==> src/rtl/square_pkg.sv <==
// Shared definitions for the square-wave audio path: decoder FSM states and
// default field widths common to the generator and decoder.
package square_pkg;

    localparam int unsigned DEF_CNT_W  = 21;
    localparam int unsigned DEF_DATA_W = 16;
    localparam int unsigned CNT_MAX    = (1 << DEF_CNT_W) - 1;

    typedef enum logic [1:0] {
        IDLE = 2'd0,
        ARM  = 2'd1,
        RUN  = 2'd2
    } state_t;

endpackage

==> src/rtl/square_level_det.sv <==
// Slices the sample stream into a high/low level and flags the cycle in which
// the level rises; the previous level keeps tracking even while the decoder is idle.
module square_level_det
    import square_pkg::*;
#(
    parameter int unsigned DATA_W = DEF_DATA_W,
    parameter int unsigned THRESH = 0
) (
    input  logic              clk,
    input  logic              rst_n,
    input  logic [DATA_W-1:0] sample,
    output logic              level_c,
    output logic              level_q,
    output logic              rise_c
);

    assign level_c = (sample > DATA_W'(THRESH));
    assign rise_c  = level_c & ~level_q;

    always_ff @(posedge clk or negedge rst_n) begin
        if (!rst_n) begin
            level_q <= 1'b0;
        end else begin
            level_q <= level_c;
        end
    end

endmodule

==> src/rtl/square_decode.sv <==
// Square-wave decoder: measures period, high length and volume of each completed
// period of the generator's sample stream, with counter-saturation timeout.
module square_decode
    import square_pkg::*;
#(
    parameter int unsigned CNT_W  = DEF_CNT_W,
    parameter int unsigned DATA_W = DEF_DATA_W,
    parameter int unsigned THRESH = 0
) (
    input  logic              clk,
    input  logic              rst_n,
    input  logic              enable,
    input  logic [DATA_W-1:0] sample,
    output logic              meas_valid,
    output logic [CNT_W-1:0]  meas_period,
    output logic [CNT_W-1:0]  meas_active,
    output logic [DATA_W-1:0] meas_volume,
    output logic              meas_err,
    output logic              timeout
);

    localparam logic [CNT_W-1:0] CNT_LIMIT = '1;

    state_t             state;
    state_t             state_nxt;
    logic               level_c;
    logic               level_q;
    logic               rise_c;
    logic [CNT_W-1:0]   cnt;
    logic [CNT_W-1:0]   high_cnt;
    logic [DATA_W-1:0]  vol_q;
    logic               err_q;
    logic               load_c;
    logic               step_c;
    logic               publish_c;
    logic               sat_c;

    square_level_det #(
        .DATA_W (DATA_W),
        .THRESH (THRESH)
    ) u_level_det (
        .clk     (clk),
        .rst_n   (rst_n),
        .sample  (sample),
        .level_c (level_c),
        .level_q (level_q),
        .rise_c  (rise_c)
    );

    always_ff @(posedge clk or negedge rst_n) begin
        if (!rst_n) begin
            state <= IDLE;
        end else begin
            state <= state_nxt;
        end
    end

    // Disable overrides everything; saturation without a rise falls back to ARM.
    always_comb begin
        state_nxt = state;
        if (!enable) begin
            state_nxt = IDLE;
        end else begin
            case (state)
                IDLE:    state_nxt = ARM;
                ARM:     if (rise_c) state_nxt = RUN;
                RUN:     if (!rise_c && (cnt == CNT_LIMIT)) state_nxt = ARM;
                default: state_nxt = IDLE;
            endcase
        end
    end

    // A rise at saturation still publishes: the rise takes priority over timeout.
    always_comb begin
        load_c    = 1'b0;
        step_c    = 1'b0;
        publish_c = 1'b0;
        sat_c     = 1'b0;
        if (enable) begin
            case (state)
                ARM: load_c = rise_c;
                RUN: begin
                    if (rise_c) begin
                        load_c    = 1'b1;
                        publish_c = 1'b1;
                    end else if (cnt == CNT_LIMIT) begin
                        sat_c = 1'b1;
                    end else begin
                        step_c = 1'b1;
                    end
                end
                default: ;
            endcase
        end
    end

    always_ff @(posedge clk or negedge rst_n) begin
        if (!rst_n) begin
            cnt      <= '0;
            high_cnt <= '0;
            vol_q    <= '0;
            err_q    <= 1'b0;
        end else if (load_c) begin
            cnt      <= CNT_W'(1);
            high_cnt <= CNT_W'(1);
            vol_q    <= sample;
            err_q    <= 1'b0;
        end else if (step_c) begin
            cnt      <= cnt + CNT_W'(1);
            high_cnt <= high_cnt + CNT_W'(level_c);
            err_q    <= err_q | (level_c & (sample != vol_q));
        end else begin
            cnt      <= '0;
            high_cnt <= '0;
            vol_q    <= '0;
            err_q    <= 1'b0;
        end
    end

    always_ff @(posedge clk or negedge rst_n) begin
        if (!rst_n) begin
            meas_valid  <= 1'b0;
            meas_period <= '0;
            meas_active <= '0;
            meas_volume <= '0;
            meas_err    <= 1'b0;
            timeout     <= 1'b0;
        end else begin
            meas_valid <= publish_c;
            timeout    <= sat_c;
            if (publish_c) begin
                meas_period <= cnt;
                meas_active <= high_cnt;
                meas_volume <= vol_q;
                meas_err    <= err_q;
            end
        end
    end

endmodule

==> config.mk <==
export PLATFORM = sky130hd
export DESIGN_NAME = square_decode
export DESIGN_NICKNAME = d
export VERILOG_FILES = /design/src/rtl/square_pkg.sv /design/src/rtl/square_level_det.sv /design/src/rtl/square_decode.sv
export SDC_FILE = /design/constraint.sdc
export NUM_CORES = 1
export LEC_CHECK = 0
export CORE_MARGIN = 2
export CORE_UTILIZATION = 50
export CTS_CLUSTER_SIZE = 10
export DETAILED_ROUTE_END_ITERATION = 10
export PLACE_DENSITY = 0.75
export REMOVE_ABC_BUFFERS = 1
export SLEW_MARGIN = 20
export SYNTH_ARGS = -nofsm -noshare
export SYNTH_HDL_FRONTEND = slang
export SYNTH_SLANG_ARGS = --single-unit
==> constraint.sdc <==
create_clock -name clk -period 2.74 [get_ports clk]
set_input_delay 0.822 -clock clk [delete_from_list [all_inputs] [get_ports clk]]
set_output_delay 0.822 -clock clk [all_outputs]
set_load 0.03 [all_outputs]
======== Word-level counts from Yosys, hierarchy flattened ========
Cells that the tools add are included.
storage, ports and cells
  register bits ........................... 123
  bits in writable memories ............... 0
  memories ................................ 0
  bits in latches ......................... 0
  input bits .............................. 19
  memory bits (read-only) ................. 0
operators by class
  $lt $le $gt $ge ......................... 1
  add/subtract/negate cells ............... 2
  shifts and indexed selects .............. 0
  $mul .................................... 0
  reductions and logical operators ........ 4
  equal/unequal tests ..................... 7
  div/mod/pow operators ................... 0
  bitwise operators ....................... 4
  muxes and demuxes ....................... 25
operators with widths
  cell                                                                               number
  21-bit two-way mux                                                                 4
  16-bit two-way mux                                                                 2
  21-bit by 1-bit adder with 21-bit output                                           1
  21-bit by 1-bit adder with 21-bit output (second input constant)                   1
  21-bit == test (second input constant)                                             1
  16-bit by 1-bit greater-than comparator with 1-bit output (second input constant)  1
  16-bit inequality test                                                             1
  1-bit two-way mux                                                                  14
  2-bit two-way mux                                                                  3
  3-bit inequality test (second input constant)                                      2
  2-bit one-hot mux with 3 select lines                                              1
  1-bit AND                                                                          2
  2-bit by 1-bit == test with 1-bit output (second input constant)                   1
  2-bit == test (second input constant)                                              1
  2-bit logical NOT                                                                  1
  2-bit inequality test (second input constant)                                      1
  1-bit one-hot mux with 2 select lines                                              1
  2-bit AND reduction                                                                1
  1-bit logical AND                                                                  1
  1-bit logical NOT                                                                  1
  1-bit inverter                                                                     1
  1-bit bitwise OR                                                                   1

======== Depth between registers and ports, before layout ========
Gate-level depths: netlist of the first run.
  depth in word-level cells ............... 7
  depth in mapped cells ................... 9
  gate-level depth less buffers ........... 9

======== By module ========
Synthesis of the first run repeated with hierarchy kept, for this count alone.
second synthesis, totals
  cell total of the unflattened synthesis .. 420
  area, all modules ....................... 5298.8 sq um
modules (own cells, without submodules)
  module            cells an instance  area each (sq um)  instances  sequential area each (sq um)
  square_decode     413                5227.5             1          3052.9
  square_level_det  7                  71.3               1          25.0

======== Worst setup path before layout of the first run ========
OpenSTA, ideal clock, no wires.
  path type ............................... input-to-reg
  from .................................... in sample[12]
  to ...................................... reg high_cnt[18]
  required time ........................... 2.608 ns
  path buffers ............................ 0
  setup slack ............................. 0.275 ns
  setup time .............................. 0.132 ns
  stages on the path ...................... 9
  arrival time ............................ 2.333 ns
  cell sequence ........................... nor4_1 -> nand4_1 -> ha_1 -> ha_1 -> nand4_1 -> nor4_1 -> nand3_1 -> xor2_1 -> nor2_1
between the ends
  cells in the longest elaborated chain, start to end .. 7
RTL lines
  item                                                                                              RTL line                text
  start, declared                                                                                   square_decode.sv:13     input logic [DATA_W-1:0] sample,
  16-bit by 1-bit greater-than comparator with 1-bit output (*)                                     square_level_det.sv:17  assign level_c = (sample > DATA_W'(THRESH));
  named net level_c                                                                                 square_decode.sv:26     logic level_c;
  parallel branches: the longest is 5 deep, another holds 21-bit by 1-bit adder with 21-bit output  --
  21-bit two-way mux (*)                                                                            square_decode.sv:103    end else if (load_c) begin
  end signal, assigned                                                                              square_decode.sv:110    high_cnt <= high_cnt + CNT_W'(level_c);
  end, declared                                                                                     square_decode.sv:30     logic [CNT_W-1:0] high_cnt;
Mark *: on every way through the listed nets, which the timed path passes.
A chain may end at the register's enable or synchronous reset.

======== Worst setup path after layout of the first run ========
  from .................................... in sample[2]
  to ...................................... reg high_cnt[18]
The elaborated chain is that of the path after synthesis.

==> results.md, run 1 <==
- Run status: finished, final reports clean
- Antenna Nets Post-Route: 0
- CTS tree: done
- Power Dens Cells: 585 nW/µm²
- Final non-filler cell total: just under 700
- Synth cell count leaders: dfrtp_1 (123), mux2_2 (59), nor2_1 (39), xor2_1 (38), nand3_1 (19)
- Number of diodes: 0
- Worst setup path class: input port to register
- GRT Residual Overflow: 0
- Synth area leader: dfrtp_1
- Cells after synthesis: 421
- R2R setup slack: 470 ps
- Cell Area, Placed: around 6600 µm²
- Worst stage delay on the critical path: 500 ps
- Worst r2r src: cnt[0]$_DFF_PN0_
- Core area: about 11000 µm²
- Vias/cell: 5.28
- TritonCTS Buffers: 17
- Fin crit share: 95.2%
- Max Clock Skew: 8.69 ps
- Met1 Track Usage GR: a little over a quarter
- Via count: 3653
- DRT Pass-1 Iters: 5
- Antenna violations before repair: 0
- Fin util: 68.1%
- Top delay family on crit path: simple AND/OR/NAND/NOR gates
- Grt met2 use: between 30 and 40%
- Layout Nets: 565
- Final Hold Viols: 0
- Top cells by area, synth: dfrtp_1 (57%), mux2_2 (12%), xor2_1 (6.1%)
- Syn Area/Cell: 12.9 µm²
- Post-synthesis sequential area ratio: 56.7%
- Yosys cell types: 40
- WL/cell: around 16 µm
- CTS sink cnt: 123
- Worst setup SP type: input port
- Hold WC Path Type: input port to async pin
- RSZ-0062 raised after global routing: true
- Yosys warnings: 0
- Routability cong.: ~0.80
- Row Count: 38
- Share of layout cells above drive strength 1: 29.3%
- Post-Route WL: 11.1 mm
- Vias in the first global route: 3845
- Worst Path Required: 3150 ps
- Synth Flop Type: dfrtp_1
- Maximum clock insertion buffer count: 2
- IO Port Bufs: 79
- First-pass GRT wire length: 18.9 mm
- LEAKAGE: 3.34 nW
- Reg2Reg Depth: 7
- Synthesized flop and latch total: 123
- Post-detailed-route DRC marker count: 0
- Setup crit end: high_cnt[18]$_DFF_PN0_
- Worst setup path startpoint: sample[2]
- Total power: 4.26 mW
- Die height: 108 µm
- Chip Width: 108 µm
- Starting density of the core: 50.8%
- CP max-delay cell: clkdlybuf4s50_1
- GR met3 Demand/Resource: between 6 and 7%
- DPL Wire Length: 7.59 mm
- Pin count of the biggest net entering global routing: 47
- Area growth from synthesis to layout: 34.1%
- Worst slew margin: 52.0%
- Worst-skew pair later-pin latency: around 520 ps
- Ys async rst share: 100%
- Synth top area share: 56.7%
- Post-place setup slack: -509 ps
- Worst setup EP type: register
- Final count of negative-setup-slack endpoints: 0
- # IOs: 80
- Hold Buf Count CTS: 0
- Htree depth: 4
- Post-synth EDFFs: 0
- GR peak layer: met2
- FMAX: between 300 and 400 MHz
- DIE AREA: 11700 µm²
- Worst vdd ir: 370 µV
- Setup slack after layout: 131 ps
- Placed Cells: 660
- Crit-path cells: clkdlybuf4s50_1 -> nor4_1 -> buf_4 -> nand4_1 -> ha_1 -> ha_1 -> nand4_1 -> nor4_2 -> nand3_1 -> xor2_1 -> nor2_1
- Critical-path maximum fanout: 3
- Fin area: ~7300 µm²
- Total track usage: 21.1%
- Root buf cell: clkbuf_8
- Slew Limit Fails: 0
- Stages on worst setup path: 11
- Starting DRT DRC Count: around 210
- Crit path DAT: 3020 ps
- Critical path buffers and inverters: 2
- Max-cap viol count: 0
- Most numerous cell in the Yosys netlist: dfrtp_1
- Worst r2r dst: vol_q[6]$_DFFE_PN0P_
- Synth Cell Area: 5430 µm²
- Final min period: 2610 ps
- Clk pin slew, worst setup/hold paths: ~60 ps
- Slew at the pin closest to its max-slew limit: 713 ps
placed cells by master (no fill, tap or decap), types with 2 or more instances in the layout:
cell / count
bufinv_16: 4
a21oi_1: 2
nor4_2: 2
nor2_4: 10
and2_1: 2
nor3_1: 5
and3_1: 6
clkinvlp_4: 7
mux2_2: 59
a22o_2: 9
and4_1: 2
nor2b_1: 2
nand3_1: 18
ha_1: 7
o21bai_1: 2
dfrtp_1: 123
inv_1: 4
nor4_1: 8
buf_12: 7
clkbuf_8: 2
clkbuf_16: 16
nand4_1: 9
nand2_1: 15
nand4_4: 2
buf_4: 29
and2_2: 2
clkdlybuf4s50_1: 78
o21ai_0: 4
nor2_1: 39
xnor2_1: 15
xor2_1: 38
or2_2: 2
a22o_1: 7
per-stage QoR:
stage | setup TNS (ps) | hold WS [ps]
after floorplan | -44370 | 459
final | 0 | 306
after CTS | 0 | 298
after global placement | -33670 | 482
after detailed placement | -37780 | 493
after global routing | -16.4 | 321
cell type report:
type / count / area, µm²
Clock buffer: 18 / 428
Clock inverter: 14 / 195
Fill cell: 778 / 3410
Inverter: 4 / 15.0
Multi-Input combinational cell: 279 / 2250
Sequential cell: 123 / 3080
Tap cell: 140 / 175
Timing Repair Buffer: 114 / 1140
sequential cells by signal (all words and copies together) (netlist names):
register,cells
cnt,21
high_cnt,21
meas_active,21
meas_period,21
meas_volume,16
vol_q,16
state,2
err_q,1
meas_err,1
meas_valid,1
timeout,1
u_level_det.level_q,1
logic make-up (layout without fill, tap and decap cells):
kind of cell	after synthesis	count (layout)	share of synthesized area (%)
DFF	123	123	56.7
AOI/OAI and AO/OA	29	29	4.49
and+or+nand+nor	131	131	14.3
buffers and inverters	19	150	2.16
adders and majority gates	7	7	1.61
muxes	59	59	12.2
xor gates and xnor gates	53	53	8.54
worst reg2reg max path, cell delays in order (launching register included):
cell,delay [ps]
dfrtp_1,450
ha_1,280
nand2_1,140
nor4_4,450
nand4_4,220
nor2b_4,190
buf_4,170
a22o_2,270
metal layers:
layer,share of wire [%],routed length [µm],vias to the layer above
li1,-,-,1715
met1,44,4950,1841
met2,50,5600,88
met3,4.3,480,9
met4,0.86,96,0
met5,0,0,-
power breakdown:
group / leakage, nW / internal (mW) / switching, mW / total, mW
Sequential: 1.71 / 1.82 / 0.00242 / 1.82
Clock: 0.282 / 1.50 / 0.817 / 2.32
Combinational: 1.35 / 0.0562 / 0.0665 / 0.123
Total: 3.34 / 3.38 / 0.886 / 4.26
how the worst min path moves through the flow:
stage | from | cells after the start | endpoint
after global routing | rst_n | 1 | meas_period[16]$_DFFE_PN0P_
after global placement | err_q$_DFF_PN0_ | 2 | err_q$_DFF_PN0_
final | rst_n | 1 | high_cnt[18]$_DFF_PN0_
after CTS | rst_n | 1 | meas_period[19]$_DFFE_PN0P_
after floorplan | err_q$_DFF_PN0_ | 2 | err_q$_DFF_PN0_
after detailed placement | meas_volume[9]$_DFFE_PN0P_ | 1 | meas_volume[9]$_DFFE_PN0P_
what timing repair did:
action	in CTS	in global routing
setup buffers	0	0
setup endpoints to repair	1	4
endpoints found under the hold margin	0	0
gates resized for setup	1	1
pin swaps	0	0
(Power assumes the default switching activity.)
==> run 2, diff against run 1 <==
Settings changed: PLACE_DENSITY 0.75 to 0.74.
==> run 2 against run 1 <==
  * Setup slack improved by 95 ps
  * Clock skew barely moved
  * Critical path depth is the same
  * Routed wire length fell by 3.5%
  * Combinational power down 4%
  * Hold slack better by 43 ps
  * Fmax grew 3.8%
  * Die area is the same
  * Clock power is 2% higher
  * Via count about the same
  * Sequential power about the same
  * Global-route usage down 0.89 points
  * Critical path type unchanged
  * Highest routed layer unchanged
==> results.md, run 2 (synthesis results as in run 1) <==
- Layout Nets: 564 (-0.18%)
- Post-place setup slack: -500 ps (+9.54 ps)
- WHS: 350 ps (+43.4 ps)
- Crit-path cells: clkdlybuf4s50_1 -> nor4_1 -> buf_4 -> nand4_1 -> ha_1 -> ha_1 -> nand4_1 -> nor4_4 -> nand3_1 -> xor2_1 -> nor2_1
- Htree depth: 4 (unchanged)
- Share of layout cells above drive strength 1: 29.0% (-0.31 points)
- Via count: 3652 (-0.027%)
- Vias/cell: 5.29 (+0.12%)
- Row Count: 38 (unchanged)
- Worst slew margin: 54.7% (+2.7 points)
- Worst setup SP type: input port
- CTS sink cnt: 123 (unchanged)
- Worst r2r dst: vol_q[7]$_DFFE_PN0P_
- CTS tree: done
- Fillers: 775 (-0.39%)
- Final Hold Viols: 0 (unchanged)
- Die height: 108 µm (unchanged)
- Core area: 10700 µm² (unchanged)
- DPL Wire Length: 7.10 mm (-6.3%)
- Post-Route WL: 10.7 mm (-3.5%)
- Setup slack after layout: 226 ps (+94.8 ps)
- Highest-count cells in the layout ignoring fill and taps: dfrtp_1 (123), clkdlybuf4s50_1 (78), mux2_2 (59)
- IO Port Bufs: 79 (unchanged)
- Critical-path maximum fanout: 3 (unchanged)
- Starting density of the core: 50.8% (unchanged)
- Antenna violations before repair: 0 (unchanged)
- Root buf cell: clkbuf_8
- Starting DRT DRC Count: 213 (+0.95%)
- Total track usage: 20.2% (-0.89 points)
- Most common cell after layout, fill and taps aside: dfrtp_1
- RSZ-0062 raised after global routing: false
- First-pass GRT wire length: 18.0 mm (-4.6%)
- Hold WC Path Type: input port to async pin
- Area growth from synthesis to layout: 34.0% (about the same)
- Antenna Nets Post-Route: 0 (unchanged)
- Final min period: 2510 ps (-94.8 ps)
- # IOs: 80 (unchanged)
- Reg2Reg Depth: 7 (unchanged)
- Crit path DAT: 2960 ps (-60 ps)
- Max-cap viol count: 0 (unchanged)
- DRT Pass-1 Iters: 4 (-1)
- Worst setup EP type: register
- Slew at the pin closest to its max-slew limit: 680 ps (-33.4 ps)
- Number of diodes: 0 (unchanged)
- Worst r2r src: cnt[0]$_DFF_PN0_
- GRT Residual Overflow: 0 (unchanged)
- WL/cell: 15.5 µm (-3.3%)
- Worst setup path class: input port to register
- Worst-skew pair later-pin latency: 530 ps (about the same)
- TritonCTS Buffers: 17 (unchanged)
- Fin util: 68.1% (about the same)
- Pin count of the biggest net entering global routing: 124 (+160%)
- Slew Limit Fails: 0 (unchanged)
- Worst vdd ir: 400 µV (+8.1%)
- CP max-delay cell: clkdlybuf4s50_1
- Fin crit share: 91.8% (-3.5 points)
- FMAX: 398 MHz (+3.8%)
- Power Dens Cells: 590 nW/µm² (+0.87%)
- Vias in the first global route: 3674 (-4.4%)
- Post-detailed-route DRC marker count: 0 (unchanged)
- DIE AREA: 11700 µm² (unchanged)
- LEAKAGE: 3.37 nW (+0.66%)
- Routability cong.: 0.808 (+1.4%)
- Post-CTS Setup Bufs: 0 (unchanged)
- Worst stage delay on the critical path: 490 ps (about the same)
- Maximum clock insertion buffer count: 2 (unchanged)
- Run status: finished, final reports clean
- Clk pin slew, worst setup/hold paths: 60 ps (about the same)
- Max Clock Skew: 8.24 ps (-0.458 ps)
- Chip Width: 108 µm (unchanged)
- Worst Path Required: 3190 ps (+40 ps)
- R2R setup slack: 450 ps (-20 ps)
- Final count of negative-setup-slack endpoints: 0 (unchanged)
[run 2: power by group]
group	internal [mW]	switching, mW
combinational	0.0536	0.0645
sequential	1.82	0.00252
clock	1.54	0.821
total	3.41	0.888
[run 2: final cells by class]
cell class	count	area, µm²	share of cell area, %
Tap cell	140	175	2.41
Multi-Input combinational cell	279	2260	31.1
Clock inverter	12	186	2.56
Inverter	4	15.0	0.206
Sequential cell	123	3080	42.3
Timing Repair Buffer	113	1120	15.4
Clock buffer	20	445	6.12
[run 2: what timing repair did]
item	4_1_cts	5_1_grt
hold buffers	0	0
pin swaps	0	0
endpoints found under the setup margin	2	2
gates cloned	0	0
gates resized for setup	1	2
[run 2: metrics by stage]
step | std cells | cell area [µm²] | setup TNS, ps | total power [mW]
final | 691 | 7280 | 0 | 4.30
after global routing | 691 | 7280 | 0 | 4.43
after CTS | 691 | 7270 | 0 | 4.34
after detailed placement | 659 | 6630 | -30090 | 1.97
after global placement | 659 | 6630 | -26740 | 1.97
after floorplan | 406 | 5330 | -44370 | 1.87
[run 2: worst max-delay path by stage]
stage | endpoint | cells past startpoint | slack, ps | from
6_report | high_cnt[20]$_DFF_PN0_ | 11 | 230 | sample[14]
5_1_grt | high_cnt[14]$_DFF_PN0_ | 11 | 50 | sample[14]
4_1_cts | high_cnt[20]$_DFF_PN0_ | 11 | 180 | sample[14]
3_5_place_dp | high_cnt[18]$_DFF_PN0_ | 11 | -500 | sample[14]
3_3_place_gp | high_cnt[18]$_DFF_PN0_ | 11 | -420 | sample[14]
2_1_floorplan | meas_active[0]$_DFFE_PN0P_ | 4 | -750 | sample[12]
[run 2: routing by layer]
layer | part of all wire (%) | global-route usage [%]
met3 | 4.1 | 6.45
met4 | 2.2 | 8.24
met1 | 46 | 26.3
met5 | 0 | 0
met2 | 48 | 31.4
[run 2: critical path, delay by kind of cell]
kind	cells	cell delay, ps
buffers and inverters	2	630
and+or+nand+nor	6	980
adders and majority gates	2	380
xor gates and xnor gates	1	150
==> run 3, diff against run 2 <==
Settings changed: ABC_AREA set to 1.
==> run 3 against run 2 <==
  * Clock power is essentially flat
  * Register-to-register slack better by 310 ps
  * Power is 0.97% higher
  * Fmax is 1.2% higher
  * Die area up 3.6%
  * Global-route usage up 2.9 points
  * Clock-buffer cell count grew 4
  * Critical endpoint is now high_cnt[16]$_DFF_PN0_
  * Largest cell class unchanged
  * Highest routed layer unchanged
==> results.md, run 3 <==
- Run status: finished, final reports clean
- Worst r2r src: cnt[0]$_DFF_PN0_
- Multiplexer share of the synthesized area: 0% (-12 points)
- Fin area: 7420 µm² (+1.9%)
- Hold WC Path Type: input port to async pin
- Critical-path maximum fanout: 3 (unchanged)
- Post-Route WL: 12.6 mm (+17%)
- TritonCTS Buffers: 17 (unchanged)
- DPL Wire Length: 8.71 mm (+23%)
- Share of layout cells above drive strength 1: 9.19% (-20 points)
- Clk pin slew, worst setup/hold paths: 50 ps (about the same)
- # IOs: 80 (unchanged)
- Area growth from synthesis to layout: 31.7%
- Post-synth EDFFs: 0 (unchanged)
- Synth Flop Type: dfrtp_1
- Row Count: 38 (unchanged)
- IO Port Bufs: 79 (unchanged)
- Setup slack after layout: 255 ps (+29.1 ps)
- Total track usage: 23.1% (+2.9 points)
- Root buf cell: clkbuf_16
- Synth area leader: dfrtp_1
- Compound-Gate Fraction of Synth Area: 5.86% (+1.4 points)
- Highest-count cells in the layout ignoring fill and taps: nand2_1 (243), dfrtp_1 (123), nor2_1 (84)
- Cell Area, Placed: 6780 µm² (+2.3%)
- Layout Nets: 830 (+47%)
- Synth Cell Area: 5630 µm² (+3.7%)
- Post-CTS Setup Bufs: 0 (unchanged)
- Met1 Track Usage GR: 29.3% (+2.9 points)
- Worst slew margin: 51.2% (-3.5 points)
- Worst Path Required: 3050 ps (-140 ps)
- Slew Limit Fails: 0 (unchanged)
- Die height: 110 µm (+1.8%)
- WL/cell: 13.2 µm (-15%)
- Antenna Nets Post-Route: 0 (unchanged)
- Slew at the pin closest to its max-slew limit: 731 ps (+51.6 ps)
- Vias/cell: 5.02 (-5.0%)
- LEAKAGE: 3.40 nW (+0.98%)
- Post-place setup slack: -133 ps (+367 ps)
- Grt met2 use: 37.5% (+6.1 points)
- Final Hold Viols: 0 (unchanged)
- GR peak layer: met2
- Post-Synth Adder-Cell Area: 1.55% (-0.057 points)
- Fin crit share: 90.7% (-1.1 points)
- Hold Buf Count CTS: 0 (unchanged)
- Crit path DAT: 2790 ps (-170 ps)
- Syn Area/Cell: 8.09 µm² (-37%)
- Number of diodes: 0 (unchanged)
- FMAX: 402 MHz (+1.2%)
- Post-CTS resize count: 0 (-1)
- Worst vdd ir: 399 µV (-0.15%)
- Post-detailed-route DRC marker count: 0 (unchanged)
- CTS sink cnt: 123 (unchanged)
- Synth cell count leaders: nand2_1 (243), dfrtp_1 (123), nor2_1 (84), inv_1 (72), o21ai_0 (54)
- DRT Pass-1 Iters: 4 (unchanged)
- Sum Neg Setup Slack: 0 ps (unchanged)
- Core area: 10900 µm² (+2.2%)
- Synth top area share: 54.6% (-2.0 points)
- First-pass GRT wire length: 21.6 mm (+20%)
- Via count: 4799 (+31%)
- Top cells by area, synth: dfrtp_1 (55%), nand2_1 (16%), nor2_1 (5.6%)
- Vias in the first global route: 4757 (+29%)
- Largest family of logic cells by synthesized area: simple AND/OR/NAND/NOR gates
- GRT Residual Overflow: 0 (unchanged)
- Final min period: 2490 ps (-29.1 ps)
- Antenna violations before repair: 0 (unchanged)
- Max Clock Skew: 10.6 ps (+2.36 ps)
- Worst setup SP type: input port
- RSZ-0062 raised after global routing: false
- Ys async rst share: 100% (unchanged)
- Synth Area in XOR/XNOR: 2.95% (-5.6 points)
- Maximum clock insertion buffer count: 2 (unchanged)
- Most numerous cell in the Yosys netlist: nand2_1
- GR met3 Demand/Resource: 6.06% (-0.39 points)
- Worst setup EP type: register
- Starting DRT DRC Count: 290 (+36%)
- Yosys cell types: 25 (-38%)
- Chip Width: 110 µm (+1.8%)
- CTS tree: done
- Post-synthesis sequential area ratio: 54.6% (-2.0 points)
- Most common cell on crit path: nor2_1
- Yosys warnings: 0 (unchanged)
- Max-cap viol count: 0 (unchanged)
- Power Dens Cells: 585 nW/µm² (-0.87%)
- Final count of negative-setup-slack endpoints: 0 (unchanged)
- Routability cong.: 0.924 (+14%)
- Pin count of the biggest net entering global routing: 51 (-59%)
- Post-synthesis simple-gate area fraction: 28.0% (+14 points)
- Worst setup path class: input port to register
- Htree depth: 4 (unchanged)
- Crit-path cells: clkdlybuf4s50_1 -> nor2_1 -> nand2_1 -> nor2_1 -> nand2_2 -> ha_1 -> ha_1 -> nand2_1 -> nor2_1 -> nand2_1 -> nor2_1 -> a21oi_1 -> nor3_1
- DIE AREA: 12100 µm² (+3.6%)
- Worst setup path startpoint: sample[6]
- Synthesized flop and latch total: 123 (unchanged)
- Worst stage delay on the critical path: 490 ps (about the same)
- Starting density of the core: 51.5% (+0.73 points)
- CP max-delay cell: clkdlybuf4s50_1
- Most common cell after layout, fill and taps aside: nand2_1
- Cells after synthesis: 696 (+65%)
- Worst-skew pair later-pin latency: 410 ps (-120 ps)
run 3: layout make-up:
class / instances / area, µm²
inverter: 74 / 278
tap: 140 / 175
clock inverter: 7 / 135
multi-input combinational: 479 / 2170
fill: 854 / 3520
timing repair buffer: 109 / 1080
sequential: 123 / 3080
clock buffer: 24 / 502
run 3: report_power, final:
group | internal [mW] | leakage (nW) | total, mW | switching (mW)
Clock | 1.63 | 0.316 | 2.38 | 0.748
Combinational | 0.0590 | 1.37 | 0.134 | 0.0752
Sequential | 1.82 | 1.71 | 1.82 | 0.00274
run 3: metrics by stage:
step / total power, mW / util [%] / hold WS [ps] / cells
final: 4.34 / 67.8 / 385 / 956
after global placement: 1.99 / 62.0 / 462 / 925
after CTS: 4.38 / 67.8 / 400 / 956
after detailed placement: 1.99 / 62.0 / 465 / 925
after floorplan: 1.89 / - / 448 / 676
after global routing: 4.48 / 67.8 / 424 / 956
run 3: cells by family after synthesis:
group                    after synthesis
adder cells (fa/ha/maj)                7
XOR/XNOR                              19
AO/OA/AOI/OAI                         66
flip-flops                           123
buffers and inverters                 94
AND/OR/NAND/NOR                      387
run 3: critical path, delay by kind of cell:
kind                       cells  cell delay [ps]
adders and majority gates      2              330
AOI/OAI and AO/OA              1              110
and+or+nand+nor                9             1060
buffers and inverters          1              490
run 3: path summary, 6_finish.rpt:
kind | end | slack [ps] | depth (start not counted)
min reg2reg | meas_period[15]$_DFFE_PN0P_ | 470 | 2
min in group clk | meas_period[15]$_DFFE_PN0P_ | 470 | 2
max in group asynchronous | cnt[19]$_DFF_PN0_ | 1710 | 2
max reg2reg | vol_q[8]$_DFFE_PN0P_ | 760 | 9
min | meas_volume[14]$_DFFE_PN0P_ | 390 | 1
max | high_cnt[16]$_DFF_PN0_ | 250 | 13
run 3: metal layers:
metal  share of wire (%)  up-vias
met1                  44     2284
li1                    -     2379
met3                 4.4       18
met2                  50      118
met5                   0        -
met4                 1.4        0
